--- src/rtl/mem_port_arbiter_pkg.sv ---
// rtl/mem_port_arbiter_pkg.sv - Shared types and constants for the memory port arbiter.
package mem_port_arbiter_pkg;

    localparam logic PORT_FETCH = 1'b0;
    localparam logic PORT_DATA  = 1'b1;

    typedef enum logic {
        UNLOCKED = 1'b0,
        LOCKED   = 1'b1
    } lock_state_e;

    // Follows each read grant down the two-stage return pipeline.
    typedef struct packed {
        logic valid;
        logic port;
        logic in_range;
    } rd_tag_t;

    localparam rd_tag_t RD_TAG_NONE = '{valid: 1'b0, port: 1'b0, in_range: 1'b0};

endpackage

--- src/rtl/mem_port_arbiter_if.sv ---
// rtl/mem_port_arbiter_if.sv - Fetch port, load/store port and memory-side signals of the arbiter.
interface mem_port_arbiter_if #(
    parameter int ADDR_W = 12,
    parameter int DATA_W = 32
);
    logic              req0;
    logic [ADDR_W-1:0] addr0;
    logic              gnt0;
    logic              rvalid0;
    logic [DATA_W-1:0] rdata0;

    logic              req1;
    logic              we1;
    logic              lock1;
    logic [ADDR_W-1:0] addr1;
    logic [DATA_W-1:0] wdata1;
    logic              gnt1;
    logic              rvalid1;
    logic [DATA_W-1:0] rdata1;

    logic              lock_abort;

    logic              mem_en;
    logic              mem_we;
    logic [ADDR_W-1:0] mem_addr;
    logic [DATA_W-1:0] mem_wdata;
    logic [DATA_W-1:0] mem_rdata;

    modport master (
        output req0, addr0, req1, we1, lock1, addr1, wdata1, mem_rdata,
        input  gnt0, rvalid0, rdata0, gnt1, rvalid1, rdata1, lock_abort,
        input  mem_en, mem_we, mem_addr, mem_wdata
    );

    modport slave (
        input  req0, addr0, req1, we1, lock1, addr1, wdata1, mem_rdata,
        output gnt0, rvalid0, rdata0, gnt1, rvalid1, rdata1, lock_abort,
        output mem_en, mem_we, mem_addr, mem_wdata
    );
endinterface

--- src/rtl/mem_port_arbiter_rr_arb2.sv ---
// rtl/mem_port_arbiter_rr_arb2.sv - Two-requester round-robin picker with a forceable last pointer.
module mem_port_arbiter_rr_arb2 (
    input  logic       clk,
    input  logic       rst,
    input  logic [1:0] elig,
    input  logic       force_last1,
    output logic       win_valid,
    output logic       win_port
);
    logic last;

    always_comb begin
        win_valid = |elig;
        if (&elig) begin
            win_port = ~last;
        end else begin
            win_port = elig[1];
        end
    end

    // Forcing last to port 1 hands the next tie to port 0.
    always_ff @(posedge clk or posedge rst) begin
        if (rst) begin
            last <= 1'b1;
        end else if (force_last1) begin
            last <= 1'b1;
        end else if (win_valid) begin
            last <= win_port;
        end
    end
endmodule

--- src/rtl/mem_port_arbiter.sv ---
// rtl/mem_port_arbiter.sv - Shares one synchronous memory between fetch and load/store ports.
module mem_port_arbiter
    import mem_port_arbiter_pkg::*;
#(
    parameter int ADDR_W    = 12,
    parameter int DATA_W    = 32,
    parameter int MEM_DEPTH = 32,
    parameter int LOCK_MAX  = 8
) (
    input logic               clk,
    input logic               rst,
    mem_port_arbiter_if.slave bus
);
    localparam int CNT_W = $clog2(LOCK_MAX + 1);
    localparam logic [ADDR_W:0] DEPTH_L = (ADDR_W + 1)'(MEM_DEPTH);

    lock_state_e       lock_state;
    logic [CNT_W-1:0]  lock_cnt;
    rd_tag_t           tag_a;
    rd_tag_t           tag_b;

    logic [1:0]        elig;
    logic              win_valid;
    logic              win_port;
    logic [ADDR_W-1:0] win_addr;
    logic              win_we;
    logic              win_in_range;
    logic              locked;
    logic              lock_take;
    logic              lock_release;
    logic              lock_expire;
    logic [DATA_W-1:0] ret_data;

    assign locked  = (lock_state == LOCKED);
    // A port whose grant is high cannot win again, so a slow req drop never double-issues.
    assign elig[0] = bus.req0 && !bus.gnt0 && !locked;
    assign elig[1] = bus.req1 && !bus.gnt1;

    mem_port_arbiter_rr_arb2 u_arb (
        .clk         (clk),
        .rst         (rst),
        .elig        (elig),
        .force_last1 (lock_expire),
        .win_valid   (win_valid),
        .win_port    (win_port)
    );

    always_comb begin
        win_addr     = win_port ? bus.addr1 : bus.addr0;
        win_we       = win_port && bus.we1;
        win_in_range = ({1'b0, win_addr} < DEPTH_L);
        lock_take    = !locked && win_valid && win_port && bus.lock1;
        lock_release = locked && win_valid && win_port && !bus.lock1;
        lock_expire  = locked && !lock_release && (lock_cnt == CNT_W'(LOCK_MAX - 1));
        ret_data     = tag_b.in_range ? bus.mem_rdata : '0;
    end

    always_ff @(posedge clk or posedge rst) begin
        if (rst) begin
            lock_state     <= UNLOCKED;
            lock_cnt       <= '0;
            bus.lock_abort <= 1'b0;
        end else begin
            bus.lock_abort <= lock_expire;
            if (lock_take) begin
                lock_state <= LOCKED;
                lock_cnt   <= '0;
            end else if (locked) begin
                lock_cnt <= lock_cnt + 1'b1;
                if (lock_release || lock_expire) begin
                    lock_state <= UNLOCKED;
                end
            end
        end
    end

    always_ff @(posedge clk or posedge rst) begin
        if (rst) begin
            bus.gnt0      <= 1'b0;
            bus.gnt1      <= 1'b0;
            bus.mem_en    <= 1'b0;
            bus.mem_we    <= 1'b0;
            bus.mem_addr  <= '0;
            bus.mem_wdata <= '0;
            bus.rvalid0   <= 1'b0;
            bus.rvalid1   <= 1'b0;
            bus.rdata0    <= '0;
            bus.rdata1    <= '0;
            tag_a         <= RD_TAG_NONE;
            tag_b         <= RD_TAG_NONE;
        end else begin
            bus.gnt0   <= win_valid && (win_port == PORT_FETCH);
            bus.gnt1   <= win_valid && (win_port == PORT_DATA);
            bus.mem_en <= win_valid && win_in_range;
            bus.mem_we <= win_valid && win_we && win_in_range;
            if (win_valid) begin
                bus.mem_addr <= win_addr;
                if (win_port == PORT_DATA) begin
                    bus.mem_wdata <= bus.wdata1;
                end
            end
            // Out-of-range reads still return, with zero data.
            tag_a <= '{valid: win_valid && !win_we, port: win_port, in_range: win_in_range};
            tag_b <= tag_a;
            bus.rvalid0 <= tag_b.valid && (tag_b.port == PORT_FETCH);
            bus.rvalid1 <= tag_b.valid && (tag_b.port == PORT_DATA);
            if (tag_b.valid) begin
                if (tag_b.port == PORT_DATA) begin
                    bus.rdata1 <= ret_data;
                end else begin
                    bus.rdata0 <= ret_data;
                end
            end
        end
    end
endmodule

--- src/flat_wrapper.sv ---
// flat-port wrapper written by rule: the top's interface ports become plain ports
module mem_port_arbiter_flat import mem_port_arbiter_pkg::*;
#(
    parameter int ADDR_W    = 12,
    parameter int DATA_W    = 32,
    parameter int MEM_DEPTH = 32,
    parameter int LOCK_MAX  = 8
)
  (clk, rst, bus_req0, bus_addr0, bus_req1, bus_we1, bus_lock1, bus_addr1, bus_wdata1, bus_mem_rdata, bus_gnt0, bus_rvalid0, bus_rdata0, bus_gnt1, bus_rvalid1, bus_rdata1, bus_lock_abort, bus_mem_en, bus_mem_we, bus_mem_addr, bus_mem_wdata);
  mem_port_arbiter_if #(.ADDR_W(ADDR_W), .DATA_W(DATA_W)) bus_i ();
  input logic clk;
  input logic rst;
  input wire logic [$bits(bus_i.req0)-1:0] bus_req0;
  input wire logic [$bits(bus_i.addr0)-1:0] bus_addr0;
  input wire logic [$bits(bus_i.req1)-1:0] bus_req1;
  input wire logic [$bits(bus_i.we1)-1:0] bus_we1;
  input wire logic [$bits(bus_i.lock1)-1:0] bus_lock1;
  input wire logic [$bits(bus_i.addr1)-1:0] bus_addr1;
  input wire logic [$bits(bus_i.wdata1)-1:0] bus_wdata1;
  input wire logic [$bits(bus_i.mem_rdata)-1:0] bus_mem_rdata;
  output wire logic [$bits(bus_i.gnt0)-1:0] bus_gnt0;
  output wire logic [$bits(bus_i.rvalid0)-1:0] bus_rvalid0;
  output wire logic [$bits(bus_i.rdata0)-1:0] bus_rdata0;
  output wire logic [$bits(bus_i.gnt1)-1:0] bus_gnt1;
  output wire logic [$bits(bus_i.rvalid1)-1:0] bus_rvalid1;
  output wire logic [$bits(bus_i.rdata1)-1:0] bus_rdata1;
  output wire logic [$bits(bus_i.lock_abort)-1:0] bus_lock_abort;
  output wire logic [$bits(bus_i.mem_en)-1:0] bus_mem_en;
  output wire logic [$bits(bus_i.mem_we)-1:0] bus_mem_we;
  output wire logic [$bits(bus_i.mem_addr)-1:0] bus_mem_addr;
  output wire logic [$bits(bus_i.mem_wdata)-1:0] bus_mem_wdata;
  assign bus_i.req0 = bus_req0;
  assign bus_i.addr0 = bus_addr0;
  assign bus_i.req1 = bus_req1;
  assign bus_i.we1 = bus_we1;
  assign bus_i.lock1 = bus_lock1;
  assign bus_i.addr1 = bus_addr1;
  assign bus_i.wdata1 = bus_wdata1;
  assign bus_i.mem_rdata = bus_mem_rdata;
  assign bus_gnt0 = bus_i.gnt0;
  assign bus_rvalid0 = bus_i.rvalid0;
  assign bus_rdata0 = bus_i.rdata0;
  assign bus_gnt1 = bus_i.gnt1;
  assign bus_rvalid1 = bus_i.rvalid1;
  assign bus_rdata1 = bus_i.rdata1;
  assign bus_lock_abort = bus_i.lock_abort;
  assign bus_mem_en = bus_i.mem_en;
  assign bus_mem_we = bus_i.mem_we;
  assign bus_mem_addr = bus_i.mem_addr;
  assign bus_mem_wdata = bus_i.mem_wdata;
  mem_port_arbiter #(.ADDR_W(ADDR_W), .DATA_W(DATA_W), .MEM_DEPTH(MEM_DEPTH), .LOCK_MAX(LOCK_MAX)) u_core (.clk(clk), .rst(rst), .bus(bus_i));
endmodule
--- config.mk ---
export PLATFORM = sky130hd
export DESIGN_NAME = mem_port_arbiter_flat
export DESIGN_NICKNAME = d
export VERILOG_FILES = /design/src/rtl/mem_port_arbiter_pkg.sv /design/src/rtl/mem_port_arbiter_if.sv /design/src/rtl/mem_port_arbiter_rr_arb2.sv /design/src/rtl/mem_port_arbiter.sv /design/src/flat_wrapper.sv
export SDC_FILE = /design/constraint.sdc
export NUM_CORES = 1
export LEC_CHECK = 0
export ABC_AREA = 1
export CORE_MARGIN = 5
export CORE_UTILIZATION = 35
export CTS_CLUSTER_DIAMETER = 50
export DETAILED_ROUTE_END_ITERATION = 7
export PLACE_DENSITY = 0.68
export SYNTH_ARGS = -nofsm -noshare
export SYNTH_HDL_FRONTEND = slang
export SYNTH_SLANG_ARGS = --single-unit
--- constraint.sdc ---
create_clock -name clk -period 9.5 [get_ports clk]
set_input_delay 1.9 -clock clk [delete_from_list [all_inputs] [get_ports clk]]
set_output_delay 1.9 -clock clk [all_outputs]
set_load 0.02 [all_outputs]
### Yosys cells after proc, flatten, opt, wreduce, memory -nomap -nowiden

Index checks and enable logic that the tools add are counted.

* equal/unequal tests: 1
* add/subtract/negate cells: 1
* bitwise logic cells: 3
* muxes and demuxes: 10
* reductions and logical operators: 34
* magnitude comparators: 1

Operator list (number)
* 2-to-1 mux 32 bit: 1
* logical AND 1 bit: 20
* < comparator 12 x 6 -> 1 bit (second input constant): 1
* 2-to-1 mux 12 bit: 1
* 2-to-1 mux 4 bit: 2
* AND reduction 2 bit: 4
* zero test 1 bit: 6
* 2-to-1 mux 1 bit: 6
* adder 4 x 1 -> 4 bit (second input constant): 1
* equality test 4 x 3 -> 1 bit (second input constant): 1
* nonzero test 2 bit: 2
* NOT 1 bit: 3
* OR reduction 2 bit: 1
* logical OR 1 bit: 1

* flip-flop bits (word level): 127
* output and inout port bits: 115
* word-level logic and storage cells: 70
* input port bits: 94

### Depth between registers and ports, before layout

Gate-level depths: netlist of the first run.

* depth after elaboration: 14
* gate-level depth with buffers: 9
* gate-level depth less buffers: 9

### Hierarchy

From an unflattened synthesis of the first run, not the netlist that was laid out.

* cells, all modules: 532
* area total of the unflattened synthesis: 4885.9 um^2

Modules (own cells, without submodules)
* mem_port_arbiter: sequential area each 3153.0 um^2, area each 4827.1 um^2, instances 1, cells an instance 524
* mem_port_arbiter_rr_arb2: sequential area each 26.3 um^2, area each 58.8 um^2, instances 1, cells an instance 8

### Worst setup path after synthesis of the first run

Ideal clock, no wire load.

* path type: input -> register
* start point: input bus_req1
* end point: register u_core.bus.mem_wdata[0]
* path slack: 6.718 ns
* arrival: 2.666 ns
* required time: 9.384 ns
* library setup time: 0.116 ns
* buffers on the path: 2
* stages on the path: 7
* path through: inv_1 -> nor2_4 -> nand2_8 -> buf_6 -> buf_4 -> nand2_1 -> nand2_1

* word-level cells in the longest chain between the ends: 4
* elaborated cells between the ends (all ways): 5
* classes of those cells: 1 x mux; 4 x reduce/logical

Ends and longest elaborated chain
* start, declared: line flat_wrapper.sv:15 `input wire logic [$bits(bus_i.req1)-1:0] bus_req1;`
* logical AND 1 bit *: line mem_port_arbiter.sv:37 `assign elig[1] = bus.req1 && !bus.gnt1;`
* AND reduction 2 bit: line mem_port_arbiter_rr_arb2.sv:14 `if (&elig) begin`
* 2-to-1 mux 1 bit: line mem_port_arbiter_rr_arb2.sv:14
* AND reduction 2 bit (no line) *
* end signal, assigned: line mem_port_arbiter.sv:99 `bus.mem_wdata <= bus.wdata1;`
* end, declared: line mem_port_arbiter_if.sv:38 `output mem_en, mem_we, mem_addr, mem_wdata`

Mark *: on every way between the ends. The rest lies on a longest branch, timed or not.
A chain may end at the register's enable or synchronous reset.

### Worst setup path in the final report of the first run

* start point: input bus_req1
* end point: register u_core.lock_cnt[2]

* word-level cells in the longest chain between the ends: 6
* elaborated cells between the ends (all ways): 9
* classes of those cells: 2 x mux; 7 x reduce/logical

Ends and longest elaborated chain
* logical AND 1 bit *: line mem_port_arbiter.sv:37
* AND reduction 2 bit or OR reduction 2 bit (tied branches): line mem_port_arbiter_rr_arb2.sv:14, mem_port_arbiter_rr_arb2.sv:13
* 2-to-1 mux 1 bit or logical AND 1 bit (tied branches): line mem_port_arbiter_rr_arb2.sv:14, mem_port_arbiter.sv:52
* logical AND 1 bit * (2 in a row): line mem_port_arbiter.sv:52 `lock_take = !locked && win_valid && win_port && bus.lock1;`
* 2-to-1 mux 4 bit or nonzero test 2 bit (tied branches)
* end signal, assigned: line mem_port_arbiter.sv:69 `lock_cnt <= lock_cnt + 1'b1;`
* end, declared: line mem_port_arbiter.sv:18 `logic [CNT_W-1:0] lock_cnt;`

Marks and branches as above.

==> metrics.md, run 1 <==
| Metric | Value |
|---|---|
| Status | finished clean |
| DR iter-0 viols | 254 |
| Cell row count | 43 |
| Place WS | 5.557 ns |
| Antenna Cells | 0 |
| Ys flop type | dfrtp_1 |
| H-Tree Depth | 4 |
| Post-synth top area cell | dfrtp_1 |
| Final Cell Area | 0.007746 mm^2 |
| Drt drc | 0 |
| Share of layout cells above drive strength 1 | 6.748% |
| Post-synth top cells | nand2_1, dfrtp_1, nor2_1 |
| Number of port buffers | 208 |
| Pin count of the biggest net entering global routing | 71 |
| Core Region | 0.01383 mm^2 |
| TritonCTS Sinks | 127 |
| Vias in the first global route | 4365 |
| Clk pin slew, worst setup/hold paths | 0.05 ns |
| Worst skew pair latency | 0.40 ns |
| Boundary Pins | 209 |
| Post_cts resized | 0 |
| Initial antenna violation count | 0 |
| WP data required | 9.78 ns |
| Post-CTS Setup Bufs | 0 |
| Distinct cells, synth | 28 |
| Fin cells | 921 |
| Die Ht | 128.6 um |
| Register Area | 0.003179 mm^2 |
| Count leader, synth | nand2_1 |
| Syn Inst Count | 525 |
| Synthesized area | 0.004922 mm^2 |
| Fin crit period | 3.535 ns |
| Fmax | 0.2829 GHz |
| Setup TNS Final | 0 ns |
| Via density | 4.593 |
| Clock Tree Buf Depth | 2 |
| Total CTS buffers | 17 |
| Maximum vdd drop | 0.1349 mV |
| Layout filler cell count | 1224 |
| Post-layout nets | 823 |
| HP Class | flop to flop |
| Final Setup Violations | 0 |
| Max-slew headroom | 25.60% |
| Setup WS post-layout | 5.965 ns |
| Global-route wire length before repair | 21670 um |
| Synthesis Warnings | 0 |
| Leak pwr | 3.504 nW |
| Clock skew | 0.007561 ns |
| Fin. max-slew vios | 0 |
| Multi-input combinational cell area | 0.001541 mm^2 |
| Gr usage total | 16.38% |
| CTS tree | built |
| Worst slew pin tran | 1.116 ns |
| Synthesized flop and latch total | 127 |
| Syn Nets | 620 |
| Gp weighted congestion | 0.8492 |
| Top cells by area, synth | dfrtp_1, nand2_1, o21ai_0, a21oi_1, nor2_1 |
| Initial core utilization | 35.60% |
| Asr flop ratio synth | 100.0% |
| Critical path peak fanout | 46 |
| Die X | 128.6 um |
| Pwr Density | 303.1 mW/mm^2 |
| Number of max-cap violations | 0 |
| Post-detailed-route count of antenna-violating nets | 0 |
| Vias post-DR | 4230 |
| Worst Setup End Kind | flop |
| DRT Wirelength | 13570 um |
| Crit Path Category | primary input to flop |
| Area after DPL | 0.007131 mm^2 |
| Mean Syn Cell Area | 9.376 um^2 |
| Period utilization | 37.21% |
| RSZ-0062 raised after global routing | false |
| WL/cell | 14.73 um |
| CTS root buffer | clkbuf_16 |
| Synthesis-to-finish area growth | 57.37% |
| Hold buffers post-CTS | 0 |
| DRT Pass-1 Iters | 4 |
| Die area | 0.01654 mm^2 |
| Worst endpoint data arrival time | 3.81 ns |
| HPWL Detailed | 9713 um |
| Post-synth top area share | 64.06% |
| GRT Residual Overflow | 0 |
| Sequential-to-total area share from yosys stat | 64.59% |
| Number of flops mapped to enable cells by yosys | 0 |
| Final Hold Vio Count | 0 |
| Post-Place Cells | 889 |
| Crit path launch type | primary input |
-- critical path, stage by stage --
cell and delay (ns):
clkdlybuf4s50_1 0.49, inv_1 0.09, nor2_4 0.24, nand2_8 0.24, inv_4 0.39, nand3_2 0.19, a22oi_1 0.20, nor2_1 0.06
-- per-stage QoR --
stage	util [%]	power (mW)	hold slack [ns]
2_1_floorplan	-	1.265	0.3312
3_3_place_gp	51.57	1.686	0.3351
3_5_place_dp	51.57	1.702	0.3347
4_1_cts	56.02	2.378	0.3469
5_1_grt	56.02	2.485	0.3545
6_report	56.02	2.348	0.3457
-- layout make-up --
| class | instances | share of cell area [%] |
|---|---|---|
| Multi-Input combinational cell | 350 | 19.90 |
| Clock buffer | 19 | 5.847 |
| Inverter | 22 | 1.131 |
| Sequential cell | 127 | 41.04 |
| Clock inverter | 13 | 2.100 |
| Timing Repair Buffer | 210 | 27.07 |
| Tap cell | 180 | 2.907 |
-- flip-flops by register name, indices dropped and copies added (netlist names), 3 cells and up --
register              count
u_core.bus.mem_wdata     32
u_core.bus.rdata0        32
u_core.tag_b              3
u_core.tag_a              3
u_core.bus.mem_addr      12
u_core.lock_cnt           4
u_core.bus.rdata1        32
-- logic make-up (layout without fill, tap and decap cells) --
group	Yosys count	after routing	share of synthesized area, %
AOI/OAI and AO/OA	75	75	7.778
xor gates and xnor gates	1	1	0.1780
adders and majority gates	1	1	0.2542
buffers and inverters	48	264	4.296
DFF	127	127	64.59
and+or+nand+nor	273	273	22.90
-- layout by cell type (no fill, tap or decap), types with 3 or more instances in the layout --
master	netlist	layout
o21ai_0	38	38
nand3b_1	5	5
clkinvlp_4	0	6
dfrtp_1	126	126
inv_1	20	19
clkdlybuf4s50_1	0	208
nor2_4	2	3
nand2_2	4	5
bufinv_16	0	3
a21oi_1	32	32
clkbuf_16	0	17
nand2_1	201	200
nand3_1	16	16
nor2_1	41	40
-- power by group --
group | leakage, nW | internal (mW) | total (mW) | switching, mW
Combinational | 1.61 | 0.390 | 0.859 | 0.469
Sequential | 1.62 | 0.716 | 0.830 | 0.114
Clock | 0.284 | 0.426 | 0.659 | 0.232
Total | 3.50 | 1.53 | 2.35 | 0.815
-- path summary, 6_finish.rpt --
path                            startpoint                        to  slack, ns  cells past startpoint
min                        u_core.tag_a[1]           u_core.tag_b[1]       0.35                      0
min reg2reg                u_core.tag_a[1]           u_core.tag_b[1]       0.35                      0
max                               bus_req1        u_core.lock_cnt[2]       5.97                      8
max in group asynchronous              rst  u_core.bus.mem_wdata[13]       6.20                      3
max reg2reg                u_core.bus.gnt1        u_core.lock_cnt[2]       7.59                      6
min in group asynchronous              rst     u_core.bus.rdata0[22]       1.96                      2
-- metal layers --
layer / GRT usage (%) / up-vias / wire [um]
li1: - / 2074 / -
met1: 20.97 / 1965 / 5803
met2: 25.93 / 178 / 6298
met3: 6.351 / 13 / 1313
met4: 4.941 / 0 / 154
met5: 0 / - / 0
No activity file was read; power rests on OpenSTA's default activity.
==> run 2, diff against run 1 <==
==> constraint.sdc (replaced) <==
create_clock -name clk -period 3.41 [get_ports clk]
set_input_delay 0.682 -clock clk [delete_from_list [all_inputs] [get_ports clk]]
set_output_delay 0.682 -clock clk [all_outputs]
set_load 0.02 [all_outputs]
==> metrics.md, run 2 (same netlist as run 1, synthesis figures left out) <==
| Metric | Value |
|---|---|
| Setup TNS Final | 0 ns |
| Antenna Cells | 0 |
| Max-slew headroom | 24.13% |
| Initial antenna violation count | 0 |
| Clock skew | 0.008201 ns |
| Gr usage total | 16.49% |
| R2R depth | 6 |
| CTS root buffer | clkbuf_16 |
| Hold buffers post-CTS | 0 |
| Worst endpoint data arrival time | 2.58 ns |
| Status | finished clean |
| Crit Path Category | primary input to flop |
| Maximum vdd drop | 0.3891 mV |
| Initial core utilization | 35.60% |
| DRT Wirelength | 13440 um |
| WL/cell | 14.62 um |
| Tot Pwr | 6.501 mW |
| HPWL Detailed | 9549 um |
| Core Region | 0.01383 mm^2 |
| CTS tree | built |
| Post-layout nets | 823 |
| Global-route wire length before repair | 21800 um |
| Place WS | 0.7161 ns |
| DR iter-0 viols | 239 |
| RSZ-0062 raised after global routing | false |
| Share of layout cells above drive strength 1 | 6.089% |
| Post-detailed-route count of antenna-violating nets | 0 |
| H-Tree Depth | 4 |
| Clk pin slew, worst setup/hold paths | 0.05 ns |
| TritonCTS Sinks | 127 |
| Die Ht | 128.6 um |
| Fin. max-slew vios | 0 |
| Via density | 4.650 |
| Die area | 0.01654 mm^2 |
| Number of port buffers | 208 |
| HP Class | flop to flop |
| Vias post-DR | 4273 |
| Number of max-cap violations | 0 |
| Final Setup Violations | 0 |
| Cell row count | 43 |
| Largest regs | u_core.bus.mem_wdata x32, u_core.bus.rdata0 x32, u_core.bus.rdata1 x32 |
| Pwr Density | 840.7 mW/mm^2 |
| Cells on Worst Hold Path | 0 |
| Total CTS buffers | 17 |
| Fin Hold WS | 0.3446 ns |
| Crit path launch type | primary input |
| Critical path peak fanout | 46 |
| WP data required | 3.70 ns |
| Boundary Pins | 209 |
| Pin count of the biggest net entering global routing | 128 |
| Drt drc | 0 |
| Worst skew pair latency | 0.40 ns |
| Worst slew pin tran | 1.138 ns |
| Worst Setup End Kind | flop |
| Die X | 128.6 um |
| Vias in the first global route | 4367 |
| Post_cts resized | 0 |
| DRT Pass-1 Iters | 4 |
| Synthesis-to-finish area growth | 57.09% |
| Setup WS post-layout | 1.124 ns |
| Commonest non-fill, non-tap cells in the layout | clkdlybuf4s50_1, nand2_1, dfrtp_1 |
| GRT Residual Overflow | 0 |
| Fin crit period | 2.286 ns |
| Clock Tree Buf Depth | 2 |
| Final Hold Vio Count | 0 |
| Post-CTS Setup Bufs | 0 |
| Fmax | 0.4375 GHz |
| Leak pwr | 3.514 nW |
| Gp weighted congestion | 0.8102 |
| Period utilization | 67.03% |
| Most common cell after layout, fill and taps aside | clkdlybuf4s50_1 |
run 2: final cells by class:
cell class | instances | area (um^2)
multi-input cells | 350 | 1541
clock inverters | 7 | 110.1
inverters | 22 | 88.84
repair buffers | 210 | 2110
flip-flops and latches | 127 | 3179
clock buffers | 23 | 478.0
well taps | 180 | 225.2
fillers | 1175 | 6095
run 2: final timing paths:
| check | to | from | slack [ns] |
|---|---|---|---|
| setup / recovery | u_core.lock_cnt[2] | bus_req1 | 1.12 |
| max in group asynchronous | u_core.tag_b[0] | rst | 2.05 |
| min in group asynchronous | u_core.bus.rdata0[3] | rst | 0.79 |
| hold reg to reg | u_core.tag_b[1] | u_core.tag_a[1] | 0.34 |
| hold / removal | u_core.tag_b[1] | u_core.tag_a[1] | 0.34 |
| setup reg to reg | u_core.lock_cnt[2] | u_core.bus.gnt1 | 1.46 |
run 2: metrics by stage:
step	cells	instance area (um^2)	utilization, %
floorplan	525	4926	-
global placement	889	7144	51.67
detailed placement	889	7144	51.67
CTS	919	7732	55.92
global route	919	7732	55.92
finish	919	7732	55.92
run 2: critical path, cell delays in order:
cell,delay [ns]
clkdlybuf4s50_1,0.45
inv_1,0.07
nor2_4,0.25
nand2_8,0.24
inv_4,0.40
nand3_2,0.18
a22oi_1,0.20
nor2_1,0.06
run 2: layer usage:
| layer | vias to the layer above | global-route usage [%] | part of all wire [%] |
|---|---|---|---|
| met4 | 0 | 5.744 | 1.1 |
| met3 | 13 | 6.144 | 9.3 |
| li1 | 2066 | - | - |
| met2 | 179 | 25.53 | 46 |
| met5 | - | 0 | 0 |
| met1 | 2015 | 21.43 | 44 |
run 2: power breakdown:
group | internal [mW] | leakage, nW | total, mW | switching [mW]
Clock | 1.19 | 0.293 | 1.80 | 0.604
Sequential | 2.00 | 1.62 | 2.31 | 0.310
Combinational | 1.09 | 1.61 | 2.40 | 1.31
Total | 4.28 | 3.51 | 6.50 | 2.22
